File: config.mk
export PLATFORM = sky130hd
export DESIGN_NAME = match_sequencer
export DESIGN_NICKNAME = d
export VERILOG_FILES = /design/src/rtl/game_pkg.sv /design/src/rtl/edge_detect.sv /design/src/rtl/match_sequencer.sv
export SDC_FILE = /design/constraint.sdc
export NUM_CORES = 1
export LEC_CHECK = 0
export ABC_AREA = 1
export BUFFER_PORTS_ARGS = -buffer_cell sky130_fd_sc_hd__buf_2
export CAP_MARGIN = 40
export CORE_MARGIN = 2
export CORE_UTILIZATION = 45
export CTS_CLUSTER_DIAMETER = 80
export DETAILED_ROUTE_END_ITERATION = 8
export GPL_ROUTABILITY_DRIVEN = 0
export PLACE_DENSITY_LB_ADDON = 0.05
export REMOVE_ABC_BUFFERS = 1
export SETUP_SLACK_MARGIN = 0.15
export SLEW_MARGIN = 10
export SYNTH_ARGS = -nofsm -noshare
export SYNTH_HDL_FRONTEND = slang
export SYNTH_SLANG_ARGS = --single-unit
File: constraint.sdc
create_clock -name clk -period 3.2 [get_ports clk]
set_clock_uncertainty 0.2 [all_clocks]
set_input_delay 0.32 -clock clk [delete_from_list [all_inputs] [get_ports clk]]
set_output_delay 0.32 -clock clk [all_outputs]
set_load 0.005 [all_outputs]
File: src/rtl/game_pkg.sv
// Shared types and timing constants for the penalty-shootout match sequencer.
package game_pkg;

  // Externally visible game phase driven to the shooter/keeper control chain.
  typedef enum logic [2:0] {
    START   = 3'd0,
    SHOOTER = 3'd1,
    KEEPER  = 3'd2,
    WINNER  = 3'd3,
    LOSER   = 3'd4
  } g_state;

  // Internal round sequencer states.
  typedef enum logic [3:0] {
    S_IDLE       = 4'd0,
    S_SHOOT_GO   = 4'd1,
    S_SHOOT_WAIT = 4'd2,
    S_CHECK_S    = 4'd3,
    S_KEEP_GO    = 4'd4,
    S_KEEP_WAIT  = 4'd5,
    S_CHECK_K    = 4'd6,
    S_END_WIN    = 4'd7,
    S_END_LOSE   = 4'd8
  } seq_state_t;

  localparam int unsigned CYCLES_PER_SEC   = 65_019_506;
  localparam int unsigned KICK_TIMEOUT_DEF = 2 * CYCLES_PER_SEC;
  localparam int unsigned END_HOLD_DEF     = 3 * CYCLES_PER_SEC;
  localparam int unsigned TIMER_W          = 28;

  // Goal counter increment that sticks at 7.
  function automatic logic [2:0] sat_inc(input logic [2:0] v, input logic inc);
    return (inc && (v != 3'd7)) ? v + 3'd1 : v;
  endfunction

endpackage

File: src/rtl/edge_detect.sv
// Registered rising-edge detector; history resets high so a level held
// through reset does not produce an edge.
module edge_detect (
  input  logic clk,
  input  logic rst,
  input  logic i_sig,
  output logic o_rise
);

  logic r_hist;
  logic r_rise;

  // Track previous level and register the rising-edge pulse.
  always_ff @(posedge clk) begin
    if (rst) begin
      r_hist <= 1'b1;
      r_rise <= 1'b0;
    end else begin
      r_hist <= i_sig;
      r_rise <= i_sig & ~r_hist;
    end
  end

  assign o_rise = r_rise;

endmodule

File: src/rtl/match_sequencer.sv
// Penalty-shootout round scheduler: issues kicks to the shooter/keeper chain,
// collects results, keeps scores and round count, and decides the match.
module match_sequencer
  import game_pkg::*;
#(
  parameter int unsigned ROUNDS       = 5,
  parameter int unsigned MAX_ROUNDS   = 15,
  parameter int unsigned KICK_TIMEOUT = KICK_TIMEOUT_DEF,
  parameter int unsigned END_HOLD     = END_HOLD_DEF
) (
  input  logic       clk,
  input  logic       rst,
  input  logic       start,
  input  logic       kick_done,
  input  logic       is_scored,
  output g_state     game_state,
  output logic       kick_start,
  output logic [3:0] round_counter,
  output logic [2:0] score_player,
  output logic [2:0] score_opp
);

  localparam logic [4:0]         ROUNDS5   = 5'(ROUNDS);
  localparam logic [4:0]         MAX5      = 5'(MAX_ROUNDS);
  localparam logic [TIMER_W-1:0] KICK_LAST = TIMER_W'(KICK_TIMEOUT - 1);
  localparam logic [TIMER_W-1:0] END_LAST  = TIMER_W'(END_HOLD - 1);

  seq_state_t         r_state;
  seq_state_t         w_state_nxt;
  logic [TIMER_W-1:0] r_timer;
  logic [TIMER_W-1:0] w_timer_nxt;
  logic               r_scored;
  logic               w_scored_nxt;
  logic [2:0]         r_score_p;
  logic [2:0]         w_score_p_nxt;
  logic [2:0]         r_score_o;
  logic [2:0]         w_score_o_nxt;
  logic [3:0]         r_round;
  logic [3:0]         w_round_nxt;
  g_state             r_game_state;
  g_state             w_game_state_nxt;
  logic               r_kick_start;
  logic               w_kick_start_nxt;
  logic               w_start_rise;

  // Candidate post-kick values, widened to 5 bits so score + remaining kicks cannot wrap.
  logic [2:0] w_sp_inc;
  logic [2:0] w_so_inc;
  logic [3:0] w_round_inc;
  logic [4:0] w_ps5;
  logic [4:0] w_psi5;
  logic [4:0] w_os5;
  logic [4:0] w_osi5;
  logic [4:0] w_rc5;
  logic [4:0] w_cnt5;
  logic [4:0] w_rem_s;
  logic [4:0] w_rem_k;

  edge_detect u_start_edge (
    .clk    (clk),
    .rst    (rst),
    .i_sig  (start),
    .o_rise (w_start_rise)
  );

  assign w_sp_inc    = sat_inc(r_score_p, r_scored);
  assign w_so_inc    = sat_inc(r_score_o, r_scored);
  assign w_round_inc = r_round + 4'd1;
  assign w_ps5       = {2'b00, r_score_p};
  assign w_psi5      = {2'b00, w_sp_inc};
  assign w_os5       = {2'b00, r_score_o};
  assign w_osi5      = {2'b00, w_so_inc};
  assign w_rc5       = {1'b0, r_round};
  assign w_cnt5      = {1'b0, w_round_inc};
  assign w_rem_s     = ROUNDS5 - w_rc5;
  assign w_rem_k     = ROUNDS5 - w_cnt5;

  // State, timer, scores and registered outputs.
  always_ff @(posedge clk) begin
    if (rst) begin
      r_state      <= S_IDLE;
      r_timer      <= '0;
      r_scored     <= 1'b0;
      r_score_p    <= '0;
      r_score_o    <= '0;
      r_round      <= '0;
      r_game_state <= START;
      r_kick_start <= 1'b0;
    end else begin
      r_state      <= w_state_nxt;
      r_timer      <= w_timer_nxt;
      r_scored     <= w_scored_nxt;
      r_score_p    <= w_score_p_nxt;
      r_score_o    <= w_score_o_nxt;
      r_round      <= w_round_nxt;
      r_game_state <= w_game_state_nxt;
      r_kick_start <= w_kick_start_nxt;
    end
  end

  // Next-state, datapath updates and output decode.
  always_comb begin
    w_state_nxt      = r_state;
    w_timer_nxt      = r_timer;
    w_scored_nxt     = r_scored;
    w_score_p_nxt    = r_score_p;
    w_score_o_nxt    = r_score_o;
    w_round_nxt      = r_round;
    w_game_state_nxt = START;
    w_kick_start_nxt = 1'b0;

    unique case (r_state)
      S_IDLE: begin
        w_game_state_nxt = START;
        if (w_start_rise) begin
          w_score_p_nxt = '0;
          w_score_o_nxt = '0;
          w_round_nxt   = '0;
          w_timer_nxt   = '0;
          w_state_nxt   = S_SHOOT_GO;
        end
      end

      S_SHOOT_GO: begin
        w_game_state_nxt = SHOOTER;
        w_kick_start_nxt = 1'b1;
        w_timer_nxt      = '0;
        w_state_nxt      = S_SHOOT_WAIT;
      end

      S_SHOOT_WAIT: begin
        w_game_state_nxt = SHOOTER;
        w_timer_nxt      = r_timer + TIMER_W'(1);
        if (kick_done) begin
          w_scored_nxt = is_scored;
          w_state_nxt  = S_CHECK_S;
        end else if (r_timer == KICK_LAST) begin
          w_scored_nxt = 1'b0;
          w_state_nxt  = S_CHECK_S;
        end
      end

      // Early end is judged on the score including this kick; opponent still has one more kick than player.
      S_CHECK_S: begin
        w_game_state_nxt = SHOOTER;
        w_score_p_nxt    = w_sp_inc;
        w_timer_nxt      = '0;
        w_state_nxt      = S_KEEP_GO;
        if (w_rc5 < ROUNDS5) begin
          if (w_psi5 > w_os5 + w_rem_s) begin
            w_state_nxt = S_END_WIN;
          end else if (w_os5 > w_psi5 + (w_rem_s - 5'd1)) begin
            w_state_nxt = S_END_LOSE;
          end
        end
      end

      S_KEEP_GO: begin
        w_game_state_nxt = KEEPER;
        w_kick_start_nxt = 1'b1;
        w_timer_nxt      = '0;
        w_state_nxt      = S_KEEP_WAIT;
      end

      S_KEEP_WAIT: begin
        w_game_state_nxt = KEEPER;
        w_timer_nxt      = r_timer + TIMER_W'(1);
        if (kick_done) begin
          w_scored_nxt = is_scored;
          w_state_nxt  = S_CHECK_K;
        end else if (r_timer == KICK_LAST) begin
          w_scored_nxt = 1'b1;
          w_state_nxt  = S_CHECK_K;
        end
      end

      // Pair complete: regulation uses remaining kicks; sudden death needs a lead, ties at the cap go to the keeper side.
      S_CHECK_K: begin
        w_game_state_nxt = KEEPER;
        w_score_o_nxt    = w_so_inc;
        w_round_nxt      = w_round_inc;
        w_timer_nxt      = '0;
        w_state_nxt      = S_SHOOT_GO;
        if (w_cnt5 <= ROUNDS5) begin
          if (w_ps5 > w_osi5 + w_rem_k) begin
            w_state_nxt = S_END_WIN;
          end else if (w_osi5 > w_ps5 + w_rem_k) begin
            w_state_nxt = S_END_LOSE;
          end
        end else begin
          if (w_ps5 > w_osi5) begin
            w_state_nxt = S_END_WIN;
          end else if (w_osi5 > w_ps5) begin
            w_state_nxt = S_END_LOSE;
          end else if (w_cnt5 == MAX5) begin
            w_state_nxt = S_END_LOSE;
          end
        end
      end

      S_END_WIN, S_END_LOSE: begin
        w_game_state_nxt = (r_state == S_END_WIN) ? WINNER : LOSER;
        w_timer_nxt      = r_timer + TIMER_W'(1);
        if (r_timer == END_LAST) begin
          w_timer_nxt = '0;
          w_state_nxt = S_IDLE;
        end
      end

      default: begin
        w_state_nxt = S_IDLE;
      end
    endcase
  end

  assign game_state    = r_game_state;
  assign kick_start    = r_kick_start;
  assign round_counter = r_round;
  assign score_player  = r_score_p;
  assign score_opp     = r_score_o;

endmodule

# After elaboration in Yosys (flattened, before gate mapping)

Cells that the tools add are included.

Register bits: 49
Bits of input ports: 5
Output and inout port bits: 14
Logic and storage cells: 100

$add $sub $neg: 11
$lt $le $gt $ge: 8
Equal/unequal tests: 17
Muxes and demuxes: 34
Bitwise gates (word level): 2
Reduce and logical (&&, ||, !) cells: 18

Operators with widths:

| operator                | count |
|---|---|
| $pmux W28 S4            | 1 |
| $mux W4                 | 16 |
| $mux W28                | 2 |
| $pmux W4 S8             | 1 |
| $add A28 B1 Y28 const B | 1 |
| $eq A28 B27 Y1 const B  | 1 |
| $eq A28 B28 Y1 const B  | 1 |
| $add A3 B5 Y5           | 4 |
| $gt A3 B5 Y1            | 4 |
| $eq A4 B3 Y1 const B    | 4 |
| $mux W3                 | 4 |
| $ne A3 B3 Y1 const B    | 4 |
| $pmux W3 S2             | 2 |
| $sub A3 B4 Y5 const A   | 2 |
| $pmux W3 S3             | 1 |
| $eq A4 B2 Y1 const B    | 2 |
| $eq A4 B4 Y1 const B    | 2 |
| $pmux W4 S2             | 1 |
| $add A3 B1 Y3 const B   | 2 |
| $gt A3 B3 Y1            | 2 |
| $reduce_and A2 Y1       | 3 |
| $reduce_bool A2 Y1      | 3 |
| $reduce_or A2 Y1        | 3 |
| $reduce_or A3 Y1        | 2 |
| other kinds (17)        | 22 |

# Longest topological paths before layout

Gate-level depths: netlist of the first run.

Depth in word-level cells: 9
Gate-level depth with buffers: 24
Mapped depth without buffers: 24

# Cells and area by module

From an unflattened synthesis of the first run, not the netlist that was laid out.

Cells, all modules: 567
Area total of the unflattened synthesis: 3,890.0 um2

By module, submodules not included:

| module          | times used | cells each | area an instance (um2) | sequential area each (um2) |
|---|---|---|---|---|
| match_sequencer | 1          | 561        | 3,829.9                | 940.9 |
| edge_detect     | 1          | 6          | 60.1                   | 40.0 |

# Least setup slack after synthesis of the first run

Ideal clock, no wire load.

Path type: register to register
From: reg r_score_p[1], in the netlist score_player[1]
To: reg r_state[2]
Setup time: 0.135 ns
Data arrival time: 2.957 ns
Data required time: 2.865 ns
Path slack: -0.092 ns
Stages on the path, launching flop included: 21
Path buffers: 0
Clock period less this slack: 3.292 ns
Cell sequence: dfxtp_1 ha_1 ha_1 inv_1 nand2_2 o21ai_0 inv_1 nand2_1 nand2_1 ha_1 fa_1 inv_1 ha_1 a31oi_1 nand4_1 nor2_1 nand2_1 a21oi_1 nand3_1 nand2_1 a21oi_1

Word-level cells in the longest chain between the ends: 9
Elaborated cells on any way between the ends: 18
Classes of those cells: add/sub (2); order compare (5); eq/ne (1); mux (9); reduce/logical (1)

RTL lines:

| item                                                  | RTL line               | source |
|---|---|---|
| from (decl)                                           | match_sequencer.sv:34  | `logic [2:0] r_score_p;` |
| from (signal assigned)                                | match_sequencer.sv:93  | `r_score_p <= w_score_p_nxt;` |
| branches (longest 8 deep; another with $add A3 B5 Y5) | --                     |  |
| $pmux W4 S8 (*)                                       | match_sequencer.sv:112 | `unique case (r_state)` |
| to (signal assigned)                                  | match_sequencer.sv:90  | `r_state <= w_state_nxt;` |
| to (decl)                                             | match_sequencer.sv:28  | `seq_state_t r_state;` |

Every way passes the cells marked *.
A chain may end at the register's enable or synchronous reset.

# Final worst setup path of the first run

From: reg r_score_p[0], in the netlist score_player[0]
To: reg r_state[2]

Same word-level chain as after synthesis.

==> results of run 1 <==
-- metrics by stage --
stage	util (%)	TNS (ns)	hold WS (ns)	instances	setup WS, ns
after floorplan	-	-0.07449	0.1743	555	-0.07449
after global placement	51.17	-0.1897	0.1845	717	-0.1064
after detailed placement	51.17	-0.4795	0.1930	717	-0.2020
after CTS	55.58	-0.08154	0.2085	738	-0.08154
after global routing	57.45	-0.4746	0.2141	742	-0.1596
final	57.45	-0.02702	0.1987	742	-0.02702
-- final timing paths --
kind / cells past startpoint / end / slack, ns
hold / removal: 1 / u_start_edge.o_rise / 0.20
setup reg to reg: 21 / r_state[2] / -0.03
hold reg to reg: 1 / u_start_edge.o_rise / 0.20
setup / recovery: 21 / r_state[2] / -0.03
-- per-layer routing --
layer | global-route usage, % | routed length (µm) | share of wire [%]
met1 | 24.72 | 4295 | 43
met2 | 39.96 | 5142 | 51
met3 | 2.878 | 246 | 2.4
met4 | 7.799 | 359 | 3.6
met5 | 0 | 0 | 0
-- synth_stat cells (2+ instances only) --
cell      number
nor2_2         3
a31oi_1        6
nor3_2         4
clkbuf_1       2
buf_6          2
nor2_1        46
xor2_1        11
nand3_1       37
ha_1          41
nor4_1         9
nor3b_1        2
inv_4          2
xnor2_1        5
or2_2          4
o21ai_1        3
nor3_1        12
o21ai_0       16
inv_2          7
nor4_2         3
nand2_1      122
nand3_2        3
nand4_1        6
a21oi_1       28
a21oi_2        3
clkinv_2       2
o21a_1         2
nor2_4         7
dfxtp_1       49
a211oi_1       3
inv_1         90
nand2_4        3
fa_1           3
nand2_2        8
-- flip-flops by register name, summed over array words and instances, names as in the netlist, 3 cells and up --
signal / flops
score_player: 3
r_timer: 28
game_state: 3
round_counter: 4
r_state: 4
score_opp: 3
-- cell usage in the layout, fill, tap and decap left out, drive strengths merged --
master       synthesis  layout
a2111oi              1       1
a211oi               3       3
a21boi               1       1
a21o                 1       1
a21oi               31      31
a311oi               1       1
a31oi                6       6
buf                  2      70
clkbuf               2       6
clkinv               2       3
dfxtp               49      49
dlygate4sd3          0       1
fa                   3       3
ha                  41      41
inv                 99     100
nand2              133     133
nand3               40      40
nand3b               1       1
nand4                6       6
nor2                56      56
nor3                17      17
nor3b                3       3
nor4                13      13
nor4b                1       1
o21a                 2       2
o21ai               20      20
o21bai               2       2
o221ai               1       1
o22ai                1       1
o32ai                1       1
or2                  4       4
xnor2                5       5
xor2                11      11
-- power breakdown --
group,switching (mW),internal [mW],total [mW]
Combinational,0.368,0.187,0.555
Clock,0.226,0.180,0.406
Sequential,0.0335,0.645,0.678
Total,0.628,1.01,1.64
-- final cells by class --
| class | count | area (µm²) | share of cell area [%] |
|---|---|---|---|
| clock buffers | 6 | 82.58 | 1.681 |
| flip-flops and latches | 49 | 989.7 | 20.15 |
| clock inverters | 2 | 17.52 | 0.3566 |
| repair buffers | 71 | 494.2 | 10.06 |
| multi-input cells | 405 | 2804 | 57.08 |
| inverters | 101 | 389.1 | 7.922 |
| well taps | 108 | 135.1 | 2.751 |
-- cells by family after synthesis --
kind of cell / count (synthesis) / synth area share [%]
AO/OA/AOI/OAI: 71 / 11.10
XOR/XNOR: 16 / 3.584
adder cells (fa/ha/maj): 44 / 14.66
buffers and inverters: 105 / 10.66
flip-flops: 49 / 25.09
AND/OR/NAND/NOR: 274 / 34.91
-- what timing repair did --
action	4_1_cts	5_1_grt
cloned	0	0
endpoints found under the hold margin	1	0
hold buffers	1	0
gates resized for setup	44	29
pin swaps	24	27
endpoints found under the setup margin	4	4
setup buffers	12	4
==> impl_metrics.ini, run 1 <==
[layout]
nNetsFinal = 682
drive_gt1_share_pct = 29.34
diodes = 0
area_delta_synth_final_pct = 25.63
final_area_mm2 = 0.004912
fill_cells = 827

[routing]
drt_iter0_drc = 125
routedWlPerCell_um = 13.54
vias = 3769
drc = 0
via_per_inst = 5.080
dr.pass1.iters = 4
routed_wl_mm = 10.04
antenna_left = 0

[timing]
final_min_period_over_clock_period_pct = 100.8
fin_ws_ns = -0.02702
tightest_slew_ns = 0.7328
report.final.slew_viol_count = 0
rsz0062_at_grt = true
setup_viol = 1
hold_viol = 0
fmax_mhz = 309.9
slew_headroom_pct = 50.88
layout_min_cycle_time_ns = 3.227

[clock_tree]
clk_pin_slew_ns = 0.10
cts-buffers-inserted = 5
cts_tree = done
clock_path_buffers = 2
cts_max_level = 2
cts.sinks = 49
clkLatencyLatePin_ns = 0.30
cts_root_buffer = clkbuf_8

[status]
violations = negative setup slack
status = complete, but fails checks

[worst_setup_path]
arrival_ns = 3.21
critPathSlowestCell = fa_1
cp-end-kind = register
setup.worst_path.class = register to register
path_cells = ha_4, ha_4, inv_2, nand2_4, xor2_2, inv_2, ha_4, inv_2, ha_4, fa_1, inv_2, ha_4, inv_2, o21bai_1, nand4_1, nor2_1, nand2_1, a21oi_1, nand3_1, nand2_1, a21oi_1
start_kind = register
critPathMaxFanout = 5
path_buf_inv = 5
r2r_start = score_player[0]
crit_family = adder cells
startpoint = score_player[0]
required_ns = 3.18
max_stage_delay_ns = 0.49

[floorplan]
num_io_pins = 19
dieHeight_um = 97.22
initial_utilization_pct = 45.73
die-width_um = 97.22
fp-row-count = 34
die-area_mm2 = 0.009451
core_area_mm2 = 0.008551

[logic_synthesis]
synth_cells = 559
yosysTopAreaCellShare_pct = 25.09
seq_area_frac_synth_pct = 25.09
synth-edff-count = 0
synthFlopType = dfxtp_1
syn-cell-area_mm2 = 0.003910
ys_seq_elements = 49
synthArstFlopShare_pct = 0
synthTopCellsByArea = dfxtp_1 25%, ha_1 13%, nand2_1 12%
yosysTopAreaCell = dfxtp_1
avgSynthCellArea_um2 = 6.995
synth.distinct_cells = 48
yosys_warnings = 0

[global_route]
antenna_found_initial = 0
grt_util_all_layers_pct = 21.37
grt_pass1_vias = 3664
grt_max_degree = 22
grt-ovfl-total = 0
grt_pass1_wl_mm = 16.78

[min_path]
min_path_type = register to register
min_from = u_start_edge.r_hist

[pwr]
p_per_area_mw_per_mm2 = 333.7
total_power_mw = 1.639
p_leak_nw = 2.150
peakVddDrop_mv = 0.2452

[run]
maxCapViolCount = 0

[placement]
io_buffers = 18
dpl-instance-area_mm2 = 0.004375
dp_hpwl_mm = 7.603
Power figures use the tool's default switching activity.
==> inputs of run 2 (changes only) <==
--- a/config.mk
+++ b/config.mk
@@ -6,7 +6,7 @@
 export NUM_CORES = 1
 export LEC_CHECK = 0
 export ABC_AREA = 1
-export BUFFER_PORTS_ARGS = -buffer_cell sky130_fd_sc_hd__buf_2
+export BUFFER_PORTS_ARGS = -buffer_cell sky130_fd_sc_hd__buf_4
 export CAP_MARGIN = 40
 export CORE_MARGIN = 2
 export CORE_UTILIZATION = 45
==> run 2 against run 1 <==
The run still ends with negative setup slack left. Non-clock buffer count unchanged. Die area unchanged. Hold slack got worse by 0.18 ns. Sequential power about the same. First-iteration DRC count decreased by 16%. Routed wire length increased by 0.77%. Register-to-register slack got worse by 0.12 ns. Utilization increased by 0.75 points. Power increased by 1.7%. Highest routed layer unchanged.
==> impl_metrics.ini, run 2 (same netlist as run 1, synthesis figures left out) <==
[status]
status = complete, but fails checks
violations = negative setup slack

[layout]
drive_gt1_share_pct = 29.97
multi_input_area_mm2 = 0.002815
post-route-util_pct = 58.19
mostFrequentLayoutCells = 113 x nand2_1, 81 x inv_1, 68 x buf_4
fill_cells = 816
fin_cells = 742
top_register = r_timer
diodes = 0
seq_area_um2 = 989.7
area_delta_synth_final_pct = 27.26
nNetsFinal = 682
final_common_cell = nand2_1
largest_reg_flops = 28

[clock_tree]
clk_pin_slew_ns = 0.10
cts_max_level = 2
clock_path_buffers = 2
cts_root_buffer = clkbuf_8
cts_tree = done
cts.sinks = 49
cts-buffers-inserted = 5
clkLatencyLatePin_ns = 0.31

[floorplan]
fp-row-count = 34
die-width_um = 97.22
die-area_mm2 = 0.009451
initial_utilization_pct = 45.73
num_io_pins = 19
dieHeight_um = 97.22
core_area_mm2 = 0.008551

[worst_setup_path]
path_common_cell = ha_4
max_stage_delay_ns = 0.51
cp-end-kind = register
required_ns = 3.19
path_buf_inv = 5
setup.worst_path.class = register to register
start_kind = register
arrival_ns = 3.34
cp_num_cells = 21
rr_worst_depth = 21
critPathMaxFanout = 5
path_cells = ha_4, ha_4, inv_4, nand2_8, xor2_2, inv_2, ha_4, inv_2, ha_4, fa_1, inv_2, ha_4, inv_2, o21bai_1, nand4_1, nor2_2, nand2_1, a21oi_2, nand3_1, nand2_1, a21oi_2
crit_family = adder cells
critPathSlowestCell = fa_1

[placement]
dp_hpwl_mm = 7.635
io_buffers = 18
pre_cts_ws_ns = -0.2289
dp.cells = 715

[timing]
setup_viol = 4
layout_min_cycle_time_ns = 3.351
fin_ws_ns = -0.1505
final_min_period_over_clock_period_pct = 104.7
fmax_mhz = 298.5
report.final.slew_viol_count = 0
rsz0062_at_grt = true
slew_headroom_pct = 67.93
setup_tns_ns = -0.3737
tightest_slew_ns = 0.4766
hold_viol = 0

[pwr]
total_power_mw = 1.667
p_leak_nw = 2.172
peakVddDrop_mv = 0.2365
p_per_area_mw_per_mm2 = 335.1

[routing]
dr.pass1.iters = 4
drc = 0
routedWlPerCell_um = 13.64
routed_wl_mm = 10.12
antenna_left = 0
drt_iter0_drc = 105
vias = 3768
via_per_inst = 5.078

[global_route]
antenna_found_initial = 0
grt_pass1_vias = 3675
grt-ovfl-total = 0
grt_max_degree = 22
grt_util_all_layers_pct = 21.47
grt_pass1_wl_mm = 16.93

[min_path]
worstHoldPathCells = 3
min_path_type = input pin to register

[run]
maxCapViolCount = 0
[run 2: changes by cell type in the layout (fill, tap and decap cells not counted), moves of 2 or more]
cell	previous run	this run
dfxtp_2	4	7
buf_4	51	68
dfxtp_1	44	42
buf_2	18	0
buf_6	1	3
inv_1	79	81
inv_2	17	14
a21oi_2	2	5
a21oi_1	28	26
o21ai_2	5	3
[run 2: final timing paths]
check	from	end	slack, ns
setup reg to reg	score_player[0]	r_state[2]	-0.15
hold / removal	start	u_start_edge.r_hist	0.02
setup / recovery	score_player[0]	r_state[2]	-0.15
hold reg to reg	u_start_edge.r_hist	u_start_edge.o_rise	0.19
[run 2: area by class of cell]
type,count,share of cell area (%)
clock buffer,6,1.660
inverter,101,7.870
multi-input combinational,405,56.58
timing repair buffer,71,10.94
sequential,49,19.89
tap,108,2.716
clock inverter,2,0.3520
[run 2: repair_timing]
item                                    4_1_cts  5_1_grt
setup buffers                                11        8
pin swaps                                    26       29
hold buffers                                  0        0
resized for setup                            37       42
endpoints found under the setup margin        4        4
[run 2: worst reg2reg max path, stage by stage, from the launching register on]
cell	delay (ns)
dfxtp_2	0.35
ha_4	0.16
ha_4	0.16
inv_4	0.07
nand2_8	0.07
xor2_2	0.17
inv_2	0.09
ha_4	0.13
inv_2	0.04
ha_4	0.15
fa_1	0.51
inv_2	0.05
ha_4	0.26
inv_2	0.02
o21bai_1	0.14
nand4_1	0.12
nor2_2	0.14
nand2_1	0.09
a21oi_2	0.13
nand3_1	0.07
nand2_1	0.07
a21oi_2	0.05
[run 2: routing by layer]
layer	vias to the layer above	global-route usage, %	wire (µm)
met2	47	41.40	5382
met5	-	0	0
met1	1741	25.32	4385
met3	18	2.518	150
met4	0	4.701	202
li1	1962	-	-
[run 2: per-stage QoR]
step	hold slack, ns	instance area [µm²]
finish	0.02064	4976
global route	0.01686	4976
CTS	0.01565	4733
detailed placement	0.1889	4405
global placement	0.1803	4405
floorplan	0.1743	3880
[run 2: report_power, final]
| part | internal, mW | switching, mW |
|---|---|---|
| registers | 0.646 | 0.0343 |
| clock network | 0.180 | 0.225 |
| logic | 0.203 | 0.379 |
